<file path="src/rtl/sysbus_pkg.sv">
// Shared Sysbus definitions: tag field layout, command/target codes and responder states.
package sysbus_pkg;

   localparam int TAG_RW_BIT  = 12;
   localparam int TAG_TGT_MSB = 11;
   localparam int TAG_TGT_LSB = 8;

   localparam logic       SYSBUS_READ   = 1'b1;
   localparam logic       SYSBUS_WRITE  = 1'b0;
   localparam logic [3:0] SYSBUS_MEMORY = 4'b0001;

   localparam int SYSBUS_BURST_LEN = 8;

   typedef enum logic [1:0] {
      IDLE,
      WR_DATA,
      RD_ISSUE,
      RD_DRAIN
   } resp_state_t;

endpackage

</file>
<file path="src/rtl/sysbus_mem_responder_if.sv">
// Sysbus request/response channel between the core-side initiator and a memory target.
interface sysbus_mem_responder_if #(
   parameter int BUS_DATA_WIDTH = 64,
   parameter int BUS_TAG_WIDTH  = 13
) ();

   logic                      bus_reqcyc;
   logic                      bus_reqack;
   logic [BUS_DATA_WIDTH-1:0] bus_req;
   logic [BUS_TAG_WIDTH-1:0]  bus_reqtag;
   logic                      bus_respcyc;
   logic                      bus_respack;
   logic [BUS_DATA_WIDTH-1:0] bus_resp;
   logic [BUS_TAG_WIDTH-1:0]  bus_resptag;

   modport master (
      output bus_reqcyc, bus_req, bus_reqtag, bus_respack,
      input  bus_reqack, bus_respcyc, bus_resp, bus_resptag
   );

   modport slave (
      input  bus_reqcyc, bus_req, bus_reqtag, bus_respack,
      output bus_reqack, bus_respcyc, bus_resp, bus_resptag
   );

endinterface

</file>
<file path="src/rtl/sysbus_resp_fifo.sv">
// Small synchronous FIFO holding read beats between the RAM and the response channel.
module sysbus_resp_fifo #(
   parameter int WIDTH = 64,
   parameter int DEPTH = 2,
   parameter int CNT_W = $clog2(DEPTH + 1)
) (
   input  logic             clk,
   input  logic             reset,
   input  logic             i_push,
   input  logic [WIDTH-1:0] i_data,
   input  logic             i_pop,
   output logic [WIDTH-1:0] o_head,
   output logic [CNT_W-1:0] o_count,
   output logic             o_empty
);

   localparam int PTR_W = (DEPTH > 1) ? $clog2(DEPTH) : 1;

   logic [WIDTH-1:0] r_mem [DEPTH];
   logic [PTR_W-1:0] r_wr_ptr;
   logic [PTR_W-1:0] r_rd_ptr;
   logic [CNT_W-1:0] r_count;

   function automatic logic [PTR_W-1:0] next_ptr(input logic [PTR_W-1:0] p);
      return (p == PTR_W'(DEPTH - 1)) ? '0 : p + 1'b1;
   endfunction

   always_ff @(posedge clk) begin
      if (i_push) r_mem[r_wr_ptr] <= i_data;
   end

   always_ff @(posedge clk) begin
      if (reset) begin
         r_wr_ptr <= '0;
         r_rd_ptr <= '0;
         r_count  <= '0;
      end else begin
         if (i_push) r_wr_ptr <= next_ptr(r_wr_ptr);
         if (i_pop)  r_rd_ptr <= next_ptr(r_rd_ptr);
         case ({i_push, i_pop})
            2'b10:   r_count <= r_count + 1'b1;
            2'b01:   r_count <= r_count - 1'b1;
            default: r_count <= r_count;
         endcase
      end
   end

   assign o_head  = r_mem[r_rd_ptr];
   assign o_count = r_count;
   assign o_empty = (r_count == '0);

endmodule

</file>
<file path="src/rtl/sysbus_mem_responder.sv">
// Memory-side Sysbus target: services line-sized read/write bursts against a 1-cycle-latency word RAM.
module sysbus_mem_responder
   import sysbus_pkg::*;
#(
   parameter int BUS_DATA_WIDTH = 64,
   parameter int BUS_TAG_WIDTH  = 13,
   parameter int BURST_LEN      = SYSBUS_BURST_LEN,
   parameter int MEM_ADDR_WIDTH = 16,
   parameter int FIFO_DEPTH     = 2
) (
   input  logic                      clk,
   input  logic                      reset,
   sysbus_mem_responder_if.slave     bus,
   output logic [MEM_ADDR_WIDTH-1:0] mem_addr,
   output logic                      mem_rd,
   output logic                      mem_wr,
   output logic [BUS_DATA_WIDTH-1:0] mem_wdata,
   input  logic [BUS_DATA_WIDTH-1:0] mem_rdata
);

   localparam int BEAT_W = $clog2(BURST_LEN);
   localparam int CNT_W  = $clog2(FIFO_DEPTH + 1);

   resp_state_t               r_state;
   resp_state_t               w_state_nxt;
   logic [BUS_TAG_WIDTH-1:0]  r_tag;
   logic [MEM_ADDR_WIDTH-1:0] r_base;
   logic [BEAT_W-1:0]         r_cnt;
   logic [BEAT_W-1:0]         r_pop_cnt;
   logic                      r_inflight;

   logic                      w_reqack;
   logic                      w_req_acc;
   logic                      w_pop;
   logic                      w_mem_rd;
   logic                      w_tgt_mem;
   logic                      w_issue_ok;
   logic                      w_fifo_empty;
   logic [CNT_W-1:0]          w_fifo_count;
   logic [CNT_W:0]            w_occ;
   logic [BUS_DATA_WIDTH-1:0] w_head;
   logic [MEM_ADDR_WIDTH-1:0] w_line;
   logic [BEAT_W-1:0]         w_last;

   assign w_req_acc = bus.bus_reqcyc && w_reqack;
   assign w_pop     = bus.bus_respcyc && bus.bus_respack;
   assign w_tgt_mem = (bus.bus_reqtag[TAG_TGT_MSB:TAG_TGT_LSB] == SYSBUS_MEMORY);
   assign w_line    = {bus.bus_req[MEM_ADDR_WIDTH+2:3+BEAT_W], BEAT_W'(0)};
   assign w_last    = BEAT_W'(BURST_LEN - 1);

   // Occupancy the FIFO will have once every issued read has landed; issuing only
   // below FIFO_DEPTH means a beat always has a slot when it returns.
   assign w_occ      = (CNT_W+1)'(w_fifo_count) + (CNT_W+1)'(r_inflight) - (CNT_W+1)'(w_pop);
   assign w_issue_ok = (w_occ < (CNT_W+1)'(FIFO_DEPTH));

   always_comb begin
      w_state_nxt = r_state;
      w_reqack    = 1'b0;
      w_mem_rd    = 1'b0;
      mem_wr      = 1'b0;
      mem_addr    = '0;
      mem_wdata   = '0;
      if (!reset) begin
         case (r_state)
            IDLE: begin
               w_reqack = bus.bus_reqcyc;
               if (bus.bus_reqcyc && w_tgt_mem)
                  w_state_nxt = (bus.bus_reqtag[TAG_RW_BIT] == SYSBUS_WRITE) ? WR_DATA : RD_ISSUE;
            end
            WR_DATA: begin
               w_reqack = bus.bus_reqcyc;
               mem_addr = r_base + MEM_ADDR_WIDTH'(r_cnt);
               if (bus.bus_reqcyc) begin
                  mem_wr    = 1'b1;
                  mem_wdata = bus.bus_req;
                  if (r_cnt == w_last) w_state_nxt = IDLE;
               end
            end
            RD_ISSUE: begin
               mem_addr = r_base + MEM_ADDR_WIDTH'(r_cnt);
               if (w_issue_ok) begin
                  w_mem_rd = 1'b1;
                  if (r_cnt == w_last) w_state_nxt = RD_DRAIN;
               end
            end
            RD_DRAIN: begin
               if (w_pop && (r_pop_cnt == w_last)) w_state_nxt = IDLE;
            end
            default: w_state_nxt = IDLE;
         endcase
      end
   end

   always_ff @(posedge clk) begin
      if (reset) begin
         r_state    <= IDLE;
         r_tag      <= '0;
         r_base     <= '0;
         r_cnt      <= '0;
         r_pop_cnt  <= '0;
         r_inflight <= 1'b0;
      end else begin
         r_state    <= w_state_nxt;
         r_inflight <= w_mem_rd;
         if ((r_state == IDLE) && w_req_acc && w_tgt_mem) begin
            r_tag     <= bus.bus_reqtag;
            r_base    <= w_line;
            r_cnt     <= '0;
            r_pop_cnt <= '0;
         end else begin
            if (mem_wr || w_mem_rd) r_cnt <= r_cnt + 1'b1;
            if (w_pop)              r_pop_cnt <= r_pop_cnt + 1'b1;
         end
      end
   end

   sysbus_resp_fifo #(
      .WIDTH (BUS_DATA_WIDTH),
      .DEPTH (FIFO_DEPTH),
      .CNT_W (CNT_W)
   ) u_fifo (
      .clk     (clk),
      .reset   (reset),
      .i_push  (r_inflight),
      .i_data  (mem_rdata),
      .i_pop   (w_pop),
      .o_head  (w_head),
      .o_count (w_fifo_count),
      .o_empty (w_fifo_empty)
   );

   assign mem_rd          = w_mem_rd;
   assign bus.bus_reqack  = w_reqack;
   assign bus.bus_respcyc = !w_fifo_empty;
   assign bus.bus_resp    = w_fifo_empty ? '0 : w_head;
   assign bus.bus_resptag = r_tag;

endmodule
</file>
<file path="src/flat_wrapper.sv">
// flat-port wrapper written by rule: the top's interface ports become plain ports
module sysbus_mem_responder_flat import sysbus_pkg::*;
#(
   parameter int BUS_DATA_WIDTH = 64,
   parameter int BUS_TAG_WIDTH  = 13,
   parameter int BURST_LEN      = SYSBUS_BURST_LEN,
   parameter int MEM_ADDR_WIDTH = 16,
   parameter int FIFO_DEPTH     = 2
)
  (clk, reset, mem_addr, mem_rd, mem_wr, mem_wdata, mem_rdata, bus_bus_reqcyc, bus_bus_req, bus_bus_reqtag, bus_bus_respack, bus_bus_reqack, bus_bus_respcyc, bus_bus_resp, bus_bus_resptag);
  sysbus_mem_responder_if #(.BUS_DATA_WIDTH(BUS_DATA_WIDTH), .BUS_TAG_WIDTH(BUS_TAG_WIDTH)) bus_i ();
  input  logic clk;
  input  logic reset;
  output logic [MEM_ADDR_WIDTH-1:0] mem_addr;
  output logic mem_rd;
  output logic mem_wr;
  output logic [BUS_DATA_WIDTH-1:0] mem_wdata;
  input  logic [BUS_DATA_WIDTH-1:0] mem_rdata;
  input wire logic [$bits(bus_i.bus_reqcyc)-1:0] bus_bus_reqcyc;
  input wire logic [$bits(bus_i.bus_req)-1:0] bus_bus_req;
  input wire logic [$bits(bus_i.bus_reqtag)-1:0] bus_bus_reqtag;
  input wire logic [$bits(bus_i.bus_respack)-1:0] bus_bus_respack;
  output wire logic [$bits(bus_i.bus_reqack)-1:0] bus_bus_reqack;
  output wire logic [$bits(bus_i.bus_respcyc)-1:0] bus_bus_respcyc;
  output wire logic [$bits(bus_i.bus_resp)-1:0] bus_bus_resp;
  output wire logic [$bits(bus_i.bus_resptag)-1:0] bus_bus_resptag;
  assign bus_i.bus_reqcyc = bus_bus_reqcyc;
  assign bus_i.bus_req = bus_bus_req;
  assign bus_i.bus_reqtag = bus_bus_reqtag;
  assign bus_i.bus_respack = bus_bus_respack;
  assign bus_bus_reqack = bus_i.bus_reqack;
  assign bus_bus_respcyc = bus_i.bus_respcyc;
  assign bus_bus_resp = bus_i.bus_resp;
  assign bus_bus_resptag = bus_i.bus_resptag;
  sysbus_mem_responder #(.BUS_DATA_WIDTH(BUS_DATA_WIDTH), .BUS_TAG_WIDTH(BUS_TAG_WIDTH), .BURST_LEN(BURST_LEN), .MEM_ADDR_WIDTH(MEM_ADDR_WIDTH), .FIFO_DEPTH(FIFO_DEPTH)) u_core (.clk(clk), .reset(reset), .bus(bus_i), .mem_addr(mem_addr), .mem_rd(mem_rd), .mem_wr(mem_wr), .mem_wdata(mem_wdata), .mem_rdata(mem_rdata));
endmodule
</file>
<file path="config.mk">
export PLATFORM = sky130hd
export DESIGN_NAME = sysbus_mem_responder_flat
export DESIGN_NICKNAME = d
export VERILOG_FILES = /design/src/rtl/sysbus_pkg.sv /design/src/rtl/sysbus_mem_responder_if.sv /design/src/rtl/sysbus_resp_fifo.sv /design/src/rtl/sysbus_mem_responder.sv /design/src/flat_wrapper.sv
export SDC_FILE = /design/constraint.sdc
export NUM_CORES = 1
export LEC_CHECK = 0
export ABC_AREA = 1
export CORE_MARGIN = 2
export CORE_UTILIZATION = 46
export CTS_CLUSTER_SIZE = 28
export DETAILED_ROUTE_END_ITERATION = 10
export PLACE_DENSITY = 0.94
export SETUP_SLACK_MARGIN = 0.15
export SLEW_MARGIN = 20
export SYNTH_ARGS = -nofsm -noshare
export SYNTH_HDL_FRONTEND = slang
export SYNTH_SLANG_ARGS = --single-unit
export TNS_END_PERCENT = 30
</file>
<file path="constraint.sdc">
create_clock -name clk -period 9.95 [get_ports clk]
set_input_delay 0.995 -clock clk [delete_from_list [all_inputs] [get_ports clk]]
set_output_delay 0.995 -clock clk [all_outputs]
set_load 0.01 [all_outputs]
</file>
==> results.md, run 1 <==
* Status: complete, no violations
* Hold EP: u_core.bus.bus_resptag[10]$_SDFFE_PP0P_
* Clock tree buffer depth at 2
* Combinational Power Share at 0.300
* Worst setup margin at 5.14 ns
* CTS tree: done
* Hold depth at 2
* Post-cts hold buffer count at 0
* Largest net degree at the start of global routing at 68
* Hpwl dp at 13.8 mm
* Worst Setup End Kind: primary output
* Vias in the first global route at roughly 6000
* DRT iter0 DRCs at approximately 430
* RSZ-0062 raised after global routing: no
* Area Growth Syn to Fin at 53.0%
* Worst VDD drop at roughly 140 uV
* FP Rows at 45
* Core Area at 15100 um^2
* RePlAce Congestion at 0.847
* Largest stage delay, worst path at 1.02 ns
* Die H at 128 um
* Tmin final at 4.81 ns
* Final setup violation count at 0
* Fmax at 0.208 GHz
* Startpoint Class: input port
* Synth Cell Area at approximately 7100 um^2
* Period utilization at 0.483
* Post-Syn Instances at 723
* Switch share at 0.311
* Syn Area/Cell at 9.79 um^2
* Hold Path Origin: u_core.bus.bus_resptag[10]$_SDFFE_PP0P_
* PostCTS Resize Cnt at 0
* Final hold viol count at 0
* Initial antenna violation count at 0
* Slowest-stage cell, CP: clkdlybuf4s50_1
* CP required at 8.96 ns
* Placed Cells at 1184
* Worst-Margin Slew at 0.968 ns
* Clock Power Share at 0.302
* FF+latch count, synth at 168
* Filler Cell Count at 1012
* Vias at 5990
* Maxcap violations at 0
* Worst Hold Slack at about 0.45 ns
* Sequential share of the synthesized area at 0.656
* Number of distinct library cells after synthesis at 26
* Reg-to-Reg End: u_core.r_cnt[2]$_SDFFE_PP0P_
* Die width at between 100 and 150 um
* Cells on worst reg2reg path at 16
* Final net count at 1170
* Vias per cell at 4.93
* # diodes at 0
* PD cells at 194 nW/um^2
* Crit Path Class: input port to primary output
* Max Slew Vio Count at 0
* IO buf count at 305
* Antenna Nets Post-Route at 0
* Drc violations at 0
* CP arrival at 3.81 ns
* Internal power at 1.45 mW
* Flop pwr share at 0.398
* Leak Pwr at 4.25 nW
* Skew final at 0.00792 ns
* Yosys warning count at 0
* Syn nets at 878
* Slew margin rel. at 0.355
* DP Worst Slack at 5.15 ns
* Die ar. at 16400 um^2
* DR pass1 iterations at 5
* Total CTS buffers at 17
* R2r startpoint: u_core.u_fifo.o_count[1]$_SDFFE_PP0N_
* Initial core utilization at 0.469
* Clk sinks at approximately 170
* Setup Fix Bufs, Post-CTS at 0
* Ordered list of cells on the worst path: clkdlybuf4s50_1, inv_2, nand3_2, buf_4, nand2_1, clkdlybuf4s50_1
* Min-Delay Path Class: flop to flop
* Tot GR Track Use at 0.241
* CTS Root Buffer Type: clkbuf_16
* Clock transition at path regs at roughly 0.060 ns
* Worst-Skew Late Latency at 0.42 ns
* R2R Setup Slk at roughly 7.5 ns
* Critical path peak fanout at 67
* DRT Wirelength at around 20 mm
* H-Tree Depth at 4
* Fin cells at 1216
* Grt ovf at 0
* Average wire per standard cell at ~16 um
* Fin Setup TNS at 0 ns
* Share of cells above drive strength 1 at 0.0535
* # IOs at between 300 and 400
* Cell with the most instances on the worst path: clkdlybuf4s50_1
* First-pass GRT wire length at ~30 mm
* NetSw at approximately 0.65 mW
==> cell usage after synthesis, drive strengths merged <==
master  instances  area [um^2]
a21boi          2         15.0
a21oi          86          430
buf            18          105
clkbuf         20         75.1
dfxtp          40          801
edfxtp        128         3840
fa              1         20.0
ha              9          113
inv            88          330
nand2         169          649
nand3           7         40.0
nand3b          1         7.51
nand4           3         25.0
nor2          120          460
nor3            1         5.00
o21ai          28          140
or2             1         6.26
xnor2           1         8.76
==> routing by layer <==
layer  share of wire  track usage
met1            0.37        0.271
met2            0.51        0.421
met3           0.085       0.0806
met4           0.030       0.0989
met5               0            0
==> state kept, by name (all words and copies together) (netlist names), named ones only <==
| signal | count |
|---|---|
| u_core.u_fifo.r_mem | 128 |
| u_core.u_fifo.r_rd_ptr | 1 |
| u_core.r_inflight | 1 |
| u_core.bus.bus_resptag | 13 |
| u_core.r_state | 2 |
| u_core.u_fifo.o_count | 2 |
| u_core.u_fifo.r_wr_ptr | 1 |
| u_core.r_cnt | 3 |
| u_core.r_base | 13 |
| u_core.r_pop_cnt | 3 |
==> final cells by class <==
type | instances | area, um^2 | share of cell area
clock inverters | 11 | 85.1 | 0.00786
flip-flops and latches | 168 | 4650 | 0.429
clock buffers | 21 | 493 | 0.0455
inverters | 88 | 332 | 0.0306
repair buffers | 311 | 3100 | 0.286
multi-input cells | 429 | 1940 | 0.179
well taps | 188 | 235 | 0.0217
==> power by group through the flow <==
stage / Clock (mW) / Sequential, mW / Combinational, mW
floorplan: 0 / 0.850 / 0.324
global placement: 0 / 0.848 / 0.613
detailed placement: 0 / 0.851 / 0.630
CTS: 0.642 / 0.837 / 0.636
global route: 0.670 / 0.842 / 0.688
finish: 0.635 / 0.837 / 0.630
==> worst max-delay path: cells and delay by family <==
| kind | cells | cell delay [ns] |
|---|---|---|
| and+or+nand+nor | 2 | 0.28 |
| buffers and inverters | 4 | 2.47 |
==> logic make-up after synthesis <==
logic type | count (synthesis) | share of synthesized area
simple gates | 302 | 0.169
flops | 168 | 0.656
buf+inv | 126 | 0.0721
compound gates | 116 | 0.0828
fa+ha+maj | 10 | 0.0187
xor+xnor | 1 | 0.00124
==> layout by cell type (no fill, tap or decap), types with 5 or more instances in the layout <==
master | synthesis | routed
a21oi_1 | 86 | 86
buf_4 | 1 | 6
clkbuf_16 | 0 | 19
clkdlybuf4s50_1 | 0 | 305
clkinv_2 | 0 | 5
dfxtp_1 | 40 | 39
edfxtp_1 | 128 | 128
ha_1 | 9 | 9
inv_1 | 82 | 81
inv_2 | 6 | 6
nand2_1 | 167 | 167
nand3_1 | 6 | 5
nor2_1 | 118 | 116
o21ai_0 | 28 | 28
==> stage by stage <==
stage,power (mW),cell area (um^2),util
6_report,2.10,10800,0.717
5_1_grt,2.20,10800,0.717
4_1_cts,2.11,10800,0.717
3_5_place_dp,1.48,10200,0.679
3_3_place_gp,1.46,10200,0.679
2_1_floorplan,1.17,7080,-
==> how the worst max path moves through the flow <==
| stage | from | endpoint | slack, ns | depth (start not counted) |
|---|---|---|---|---|
| after floorplan | u_core.r_inflight$_SDFF_PP0_ | u_core.u_fifo.r_mem[0][0]$_DFFE_PP_ | 6.32 | 2 |
| after global placement | reset | mem_wdata[52] | 5.20 | 6 |
| after detailed placement | reset | bus_bus_reqack | 5.15 | 6 |
| after CTS | reset | bus_bus_reqack | 5.16 | 6 |
| after global routing | reset | bus_bus_reqack | 4.97 | 6 |
| final | reset | bus_bus_reqack | 5.14 | 6 |
(Power assumes the default switching activity.)
==> run 2, diff against run 1 <==
Settings changed: CORE_UTILIZATION 46 to 38, PLACE_DENSITY 0.94 to 0.84.
Clock period 9.95 ns to 3.89 ns, I/O delays scaled along.
==> run 2 against run 1 <==
  * Utilization decreased by 11 points
  * Critical endpoint is now mem_rd
  * Critical path type is now flop to primary output
  * Worst hold slack got worse by 0.0048 ns
  * First-iteration DRC count decreased by 36%
  * Largest power group unchanged
  * Combinational power increased to 2.6 times the previous value
  * Critical path depth increased by 8
==> results.md, run 2 (synthesis gave the netlist of run 1 again) <==
* PD cells at 505 nW/um^2 (+160%)
* FP Rows at 49 (+8.9%)
* Combinational Power Share at 0.295 (-0.005)
* Number of flip-flops in the largest register at 128 (unchanged)
* CTS tree: done
* Die ar. at 19700 um^2 (+20%)
* Internal power at 3.79 mW (+160%)
* Slowest-stage cell, CP: clkdlybuf4s50_1
* Worst Setup End Kind: primary output
* Worst Setup SP: u_core.u_fifo.o_count[1]$_SDFFE_PP0N_
* Flop pwr share at 0.385 (-0.013)
* Largest stage delay, worst path at 0.56 ns (-0.46 ns)
* DR pass1 iterations at 5 (unchanged)
* RSZ-0062 raised after global routing: no
* Fmax at 0.293 GHz
* # diodes at 0 (unchanged)
* CTS Root Buffer Type: clkbuf_16
* Min-Delay Path Class: flop to flop
* Largest Register: u_core.u_fifo.r_mem
* Vias in the first global route at 6121 (+4.0%)
* Tot GR Track Use at 0.202 (-0.0391)
* Initial antenna violation count at 0 (unchanged)
* PostCTS Resize Cnt at 0 (unchanged)
* Setup Fix Bufs, Post-CTS at 0 (unchanged)
* Area Growth Syn to Fin at 55.4%
* Drc violations at 0 (unchanged)
* Critical path peak fanout at 9 (-87%)
* Status: complete, no violations
* First-pass GRT wire length at 31.0 mm (+3.0%)
* H-Tree Depth at 4 (unchanged)
* Switch share at 0.317 (+0.00642)
* IO buf count at 305 (unchanged)
* Placed cell areas at 10400 um^2 (+1.2%)
* Clk sinks at 168 (unchanged)
* Multi-input gate area at 1940 um^2 (unchanged)
* Commonest non-fill, non-tap cells in the layout: 305 x clkdlybuf4s50_1, 167 x nand2_1, 128 x edfxtp_1
* Average wire per standard cell at 15.9 um (-3.6%)
* # IOs at 306 (unchanged)
* Antenna Nets Post-Route at 0 (unchanged)
* Vias per cell at 4.80 (-2.6%)
* Clock Power Share at 0.320 (+0.018)
* Reg area at 4650 um^2 (unchanged)
* Share of cells above drive strength 1 at 0.0600 (+0.00646)
* Total CTS buffers at 17 (unchanged)
* Worst-Skew Late Latency at 0.44 ns (+0.02 ns)
* Skew final at 0.0143 ns (+0.00643 ns)
* Clock tree buffer depth at 2 (unchanged)
* Final hold viol count at 0 (unchanged)
* DRT iter0 DRCs at 272 (-36%)
* Worst VDD drop at 444 uV (+230%)
* Filler Cell Count at 1434 (+42%)
* Fin Setup TNS at 0 ns (unchanged)
* Vias at 6057 (+1.1%)
* NetSw at 1.76 mW (+170%)
* Core Area at 18100 um^2 (+20%)
* Final net count at 1176 (+0.51%)
* Maxcap violations at 0 (unchanged)
* R2r startpoint: u_core.u_fifo.o_count[1]$_SDFFE_PP0N_
* Die H at 140 um (+9.7%)
* Max Slew Vio Count at 0 (unchanged)
* Worst-Margin Slew at 0.881 ns (-0.0861 ns)
* Largest net degree at the start of global routing at 65 (-4.4%)
* Clock transition at path regs at 0.07 ns (about the same)
* Leak Pwr at 4.30 nW (+1.2%)
* RePlAce Congestion at 0.820 (-3.3%)
* Post-cts hold buffer count at 0 (unchanged)
* Hpwl dp at 14.0 mm (+1.7%)
* Period utilization at 0.876
* Initial core utilization at 0.391 (-0.0777)
* Hold Path Origin: u_core.bus.bus_resptag[11]$_SDFFE_PP0P_
* CP arrival at 3.02 ns (-0.79 ns)
* Die width at 140 um (+9.7%)
* Slew margin rel. at 0.411 (+0.0560)
* Startpoint Class: flop
* Grt ovf at 0 (unchanged)
* Commonest non-fill, non-tap cell in the layout: clkdlybuf4s50_1
* Ordered list of cells on the worst path: inv_1, nand2_4, nand2_4, nor2_4, inv_2, a21oi_1, inv_1, fa_1, inv_1, nand2_1, nand2_1, nand4_2, inv_1, clkdlybuf4s50_1
* Cell with the most instances on the worst path: inv_1
* Final setup violation count at 0 (unchanged)
* Crit Path Class: flop to primary output
* Tmin final at 3.41 ns
* DRT Wirelength at 20.0 mm (about the same)
* CP required at 3.50 ns (-5.46 ns)
* Design area at 11000 um^2 (+1.6%)
## run 2: cell type report
type / count / area share
clock buffers: 17 / 0.0387
clock inverters: 15 / 0.0185
inverters: 88 / 0.0300
multi-input cells: 429 / 0.176
flip-flops and latches: 168 / 0.423
well taps: 229 / 0.0261
repair buffers: 317 / 0.288
## run 2: through the flow
stage | hold slack [ns] | utilization | worst slack (ns) | power (mW) | instances
finish | 0.440 | 0.608 | 0.482 | 5.55 | 1263
floorplan | 0.440 | - | 0.256 | 3.00 | 723
global placement | 0.425 | 0.573 | 0.706 | 3.78 | 1231
detailed placement | 0.430 | 0.573 | 0.629 | 3.82 | 1231
CTS | 0.440 | 0.608 | 0.469 | 5.60 | 1263
global route | 0.471 | 0.608 | 0.205 | 5.83 | 1263
## run 2: worst paths after layout
| check | slack (ns) | to | depth (start not counted) |
|---|---|---|---|
| max | 0.48 | mem_rd | 14 |
| min | 0.44 | u_core.bus.bus_resptag[11]$_SDFFE_PP0P_ | 2 |
| max reg2reg | 1.44 | u_core.r_cnt[2]$_SDFFE_PP0P_ | 16 |
| min reg2reg | 0.44 | u_core.bus.bus_resptag[11]$_SDFFE_PP0P_ | 2 |
## run 2: worst max-delay path, delay by kind of cell (launching register included)
family	cells	cell delay, ns
flip-flops	1	0.39
AO/OA/AOI/OAI	1	0.17
AND/OR/NAND/NOR	6	0.64
adder cells (fa/ha/maj)	1	0.41
buffers and inverters	6	0.99
## run 2: power by group through the flow
stage | registers, mW | logic, mW | clock network [mW]
finish | 2.14 | 1.63 | 1.78
global route | 2.15 | 1.80 | 1.88
CTS | 2.14 | 1.65 | 1.81
detailed placement | 2.18 | 1.64 | 0
global placement | 2.17 | 1.61 | 0
floorplan | 2.17 | 0.828 | 0
## run 2: per-layer routing
layer	up-vias	global-route usage	wire, um
met5	-	0	0
met1	2820	0.220	7580
met2	263	0.357	10000
met4	0	0.0695	450
li1	2941	-	-
met3	33	0.0814	1980
==> run 3, diff against run 2 <==
Settings changed: CORE_ASPECT_RATIO set to 0.8, SLEW_MARGIN 20 to 10.
==> run 3 against run 2 <==
  * Final cell count is 1.7% higher
  * Via count is 2.7% lower
  * First-iteration DRC count is 61% higher
  * Worst setup slack better by 0.092 ns
  * Die area hardly changed
  * Flip-flop and latch count stayed put
  * Maximum frequency is 2.8% higher
  * Critical path type unchanged
  * Critical endpoint unchanged
  * Largest cell class unchanged
==> results.md, run 3 (synthesis gave the netlist of run 1 again) <==
* Status: complete, no violations
* Average wire per standard cell at 15.0 um (-5.2%)
* Final net count at 1174 (-0.17%)
* Critical path peak fanout at 9 (unchanged)
* Commonest non-fill, non-tap cells in the layout: 305 x clkdlybuf4s50_1, 167 x nand2_1, 128 x edfxtp_1
* Die ar. at 19700 um^2 (about the same)
* DP Worst Slack at 0.601 ns (-0.0276 ns)
* Die H at 126 um (-10%)
* Antenna Nets Post-Route at 0 (unchanged)
* Clock transition at path regs at 0.06 ns (about the same)
* Grt ovf at 0 (unchanged)
* Cells on worst reg2reg path at 16 (unchanged)
* Worst-Margin Slew at 1.05 ns (+0.166 ns)
* Period utilization at 0.852 (-0.0235)
* Leak Pwr at 4.29 nW (-0.11%)
* Maxcap violations at 0 (unchanged)
* CP arrival at 2.93 ns (-0.09 ns)
* Filler Cell Count at 1462 (+2.0%)
* Reg area at 4650 um^2 (unchanged)
* Crit-path leading delay family: buffers and inverters
* Drc violations at 0 (unchanged)
* Ordered list of cells on the worst path: inv_1, nand2_4, nand2_4, nor2_4, inv_2, a21oi_1, inv_1, fa_1, inv_1, nand2_1, nand2_1, nand4_2, inv_1, clkdlybuf4s50_1
* Fmax at 0.302 GHz (+2.8%)
* H-Tree Depth at 4 (unchanged)
* Cell with the most instances on the worst path: inv_1
* Post-cts hold buffer count at 0 (unchanged)
* First-pass GRT wire length at 29.6 mm (-4.6%)
* Number of flip-flops in the largest register at 128 (unchanged)
* RSZ-0062 raised after global routing: no
* Die width at 157 um (+11%)
* R2R Setup Slk at 1.51 ns (+0.07 ns)
* Initial core utilization at 0.388 (-0.00293)
* Slew margin rel. at 0.302 (-0.109)
* Worst Hold Slack at 0.451 ns (+0.0111 ns)
* Share of cells above drive strength 1 at 0.0581 (-0.00182)
* FP Rows at 44 (-10%)
* Largest stage delay, worst path at 0.54 ns (-0.02 ns)
* PD cells at 506 nW/um^2 (+0.21%)
* Design area at 11000 um^2 (unchanged)
* Area Growth Syn to Fin at 55.4% (unchanged)
* Slowest-stage cell, CP: clkdlybuf4s50_1
* Hpwl dp at 13.4 mm (-4.0%)
* Max Slew Vio Count at 0 (unchanged)
* Clock Power Share at 0.326 (+0.006)
* Flop pwr share at 0.385 (about the same)
* Largest Register: u_core.u_fifo.r_mem
* Core Area at 18200 um^2 (+0.75%)
* Skew final at 0.0143 ns (-0.00000560 ns)
* Combinational Power Share at 0.289 (-0.006)
* CTS tree: done
* Vias at 5891 (-2.7%)
* Largest net degree at the start of global routing at 68 (+4.6%)
* RePlAce Congestion at 0.841 (+2.6%)
* # diodes at 0 (unchanged)
* Reg-to-Reg End: u_core.r_cnt[1]$_SDFFE_PP0P_
* Fin Setup TNS at 0 ns (unchanged)
* Setup Fix Bufs, Post-CTS at 0 (unchanged)
* Hold Path Origin: u_core.bus.bus_resptag[11]$_SDFFE_PP0P_
* Tmin final at 3.32 ns (-0.0915 ns)
* NetSw at 1.68 mW (-4.8%)
* Worst setup margin at 0.574 ns (+0.0915 ns)
* DRT Wirelength at 19.3 mm (-3.6%)
* Hold depth at 2 (unchanged)
* Clock tree buffer depth at 2 (unchanged)
* Vias in the first global route at 5696 (-6.9%)
* Total CTS buffers at 17 (unchanged)
* Min-Delay Path Class: flop to flop
* Final setup violation count at 0 (unchanged)
* Vias per cell at 4.58 (-4.4%)
* Worst Setup End Kind: primary output
* Crit Path Class: flop to primary output
* Initial antenna violation count at 1 (+1)
* PostCTS Resize Cnt at 0 (unchanged)
* Startpoint Class: flop
* DRT iter0 DRCs at 438 (+61%)
* Final hold viol count at 0 (unchanged)
* Switch share at 0.302 (-0.0157)
* Buf/Inv on CP at 6 (unchanged)
* Tot GR Track Use at 0.195 (-0.00700)
* Worst VDD drop at 352 uV (-21%)
* Worst-Skew Late Latency at 0.42 ns (-0.02 ns)
* Placed cell areas at 10400 um^2 (about the same)
* Clk sinks at 168 (unchanged)
* Hold EP: u_core.bus.bus_resptag[11]$_SDFFE_PP0P_
* IO buf count at 305 (unchanged)
* CP required at 3.50 ns (about the same)
* CTS Root Buffer Type: clkbuf_16
* Multi-input gate area at 1940 um^2 (unchanged)
* Commonest non-fill, non-tap cell in the layout: clkdlybuf4s50_1
* R2r startpoint: u_core.u_fifo.o_count[1]$_SDFFE_PP0N_
* Internal power at 3.88 mW (+2.5%)
* # IOs at 306 (unchanged)
* DR pass1 iterations at 7 (+2)
run 3: changes by cell type in the layout (fill, tap and decap cells not counted), sizes merged:
cell | previous run | this run
buf | 12 | 10
bufinv | 2 | 4
clkinv | 3 | 5
clkinvlp | 2 | 0
inv | 96 | 94
run 3: how the worst max path moves through the flow:
stage | start | endpoint | slack [ns] | depth (start not counted)
final | u_core.u_fifo.o_count[1]$_SDFFE_PP0N_ | mem_rd | 0.57 | 14
after global routing | u_core.u_fifo.o_count[1]$_SDFFE_PP0N_ | mem_rd | 0.34 | 14
after floorplan | u_core.r_inflight$_SDFF_PP0_ | u_core.u_fifo.r_mem[0][0]$_DFFE_PP_ | 0.26 | 2
after CTS | u_core.u_fifo.o_count[1]$_SDFFE_PP0N_ | mem_rd | 0.53 | 14
after detailed placement | bus_bus_respack | mem_rd | 0.60 | 13
after global placement | bus_bus_respack | mem_rd | 0.71 | 13
run 3: per-stage QoR:
stage,cells,total power [mW],util
after floorplan,723,3.00,-
after global placement,1253,3.77,0.568
after detailed placement,1253,3.80,0.568
after CTS,1285,5.61,0.603
after global routing,1285,5.85,0.603
final,1285,5.56,0.603
run 3: power by group through the flow:
stage	combinational [mW]	sequential (mW)	clock, mW
finish	1.61	2.14	1.81
global route	1.77	2.15	1.92
CTS	1.63	2.14	1.85
detailed placement	1.62	2.18	0
global placement	1.60	2.17	0
floorplan	0.828	2.17	0
run 3: cell type report:
type	count	area share
Timing Repair Buffer	315	0.284
Clock buffer	17	0.0387
Sequential cell	168	0.423
Clock inverter	15	0.0195
Tap cell	253	0.0288
Multi-Input combinational cell	429	0.176
Inverter	88	0.0300
run 3: worst reg2reg max path, stage by stage (launching register included):
cell,delay [ns]
dfxtp_1,0.38
inv_1,0.12
nand2_4,0.13
nand2_4,0.10
nor2_4,0.13
inv_2,0.06
a21oi_1,0.18
inv_1,0.09
fa_1,0.41
inv_1,0.06
nand2_1,0.05
nand2_1,0.09
nand4_2,0.10
nand2_1,0.16
inv_1,0.09
nor2_1,0.09
nor2_1,0.05
run 3: per-layer routing:
layer	vias to the layer above	GRT usage	routed length, um
met5	-	0	13
met4	2	0.0529	231
met2	210	0.317	9310
li1	2926	-	-
met3	18	0.0802	1700
met1	2735	0.240	8060
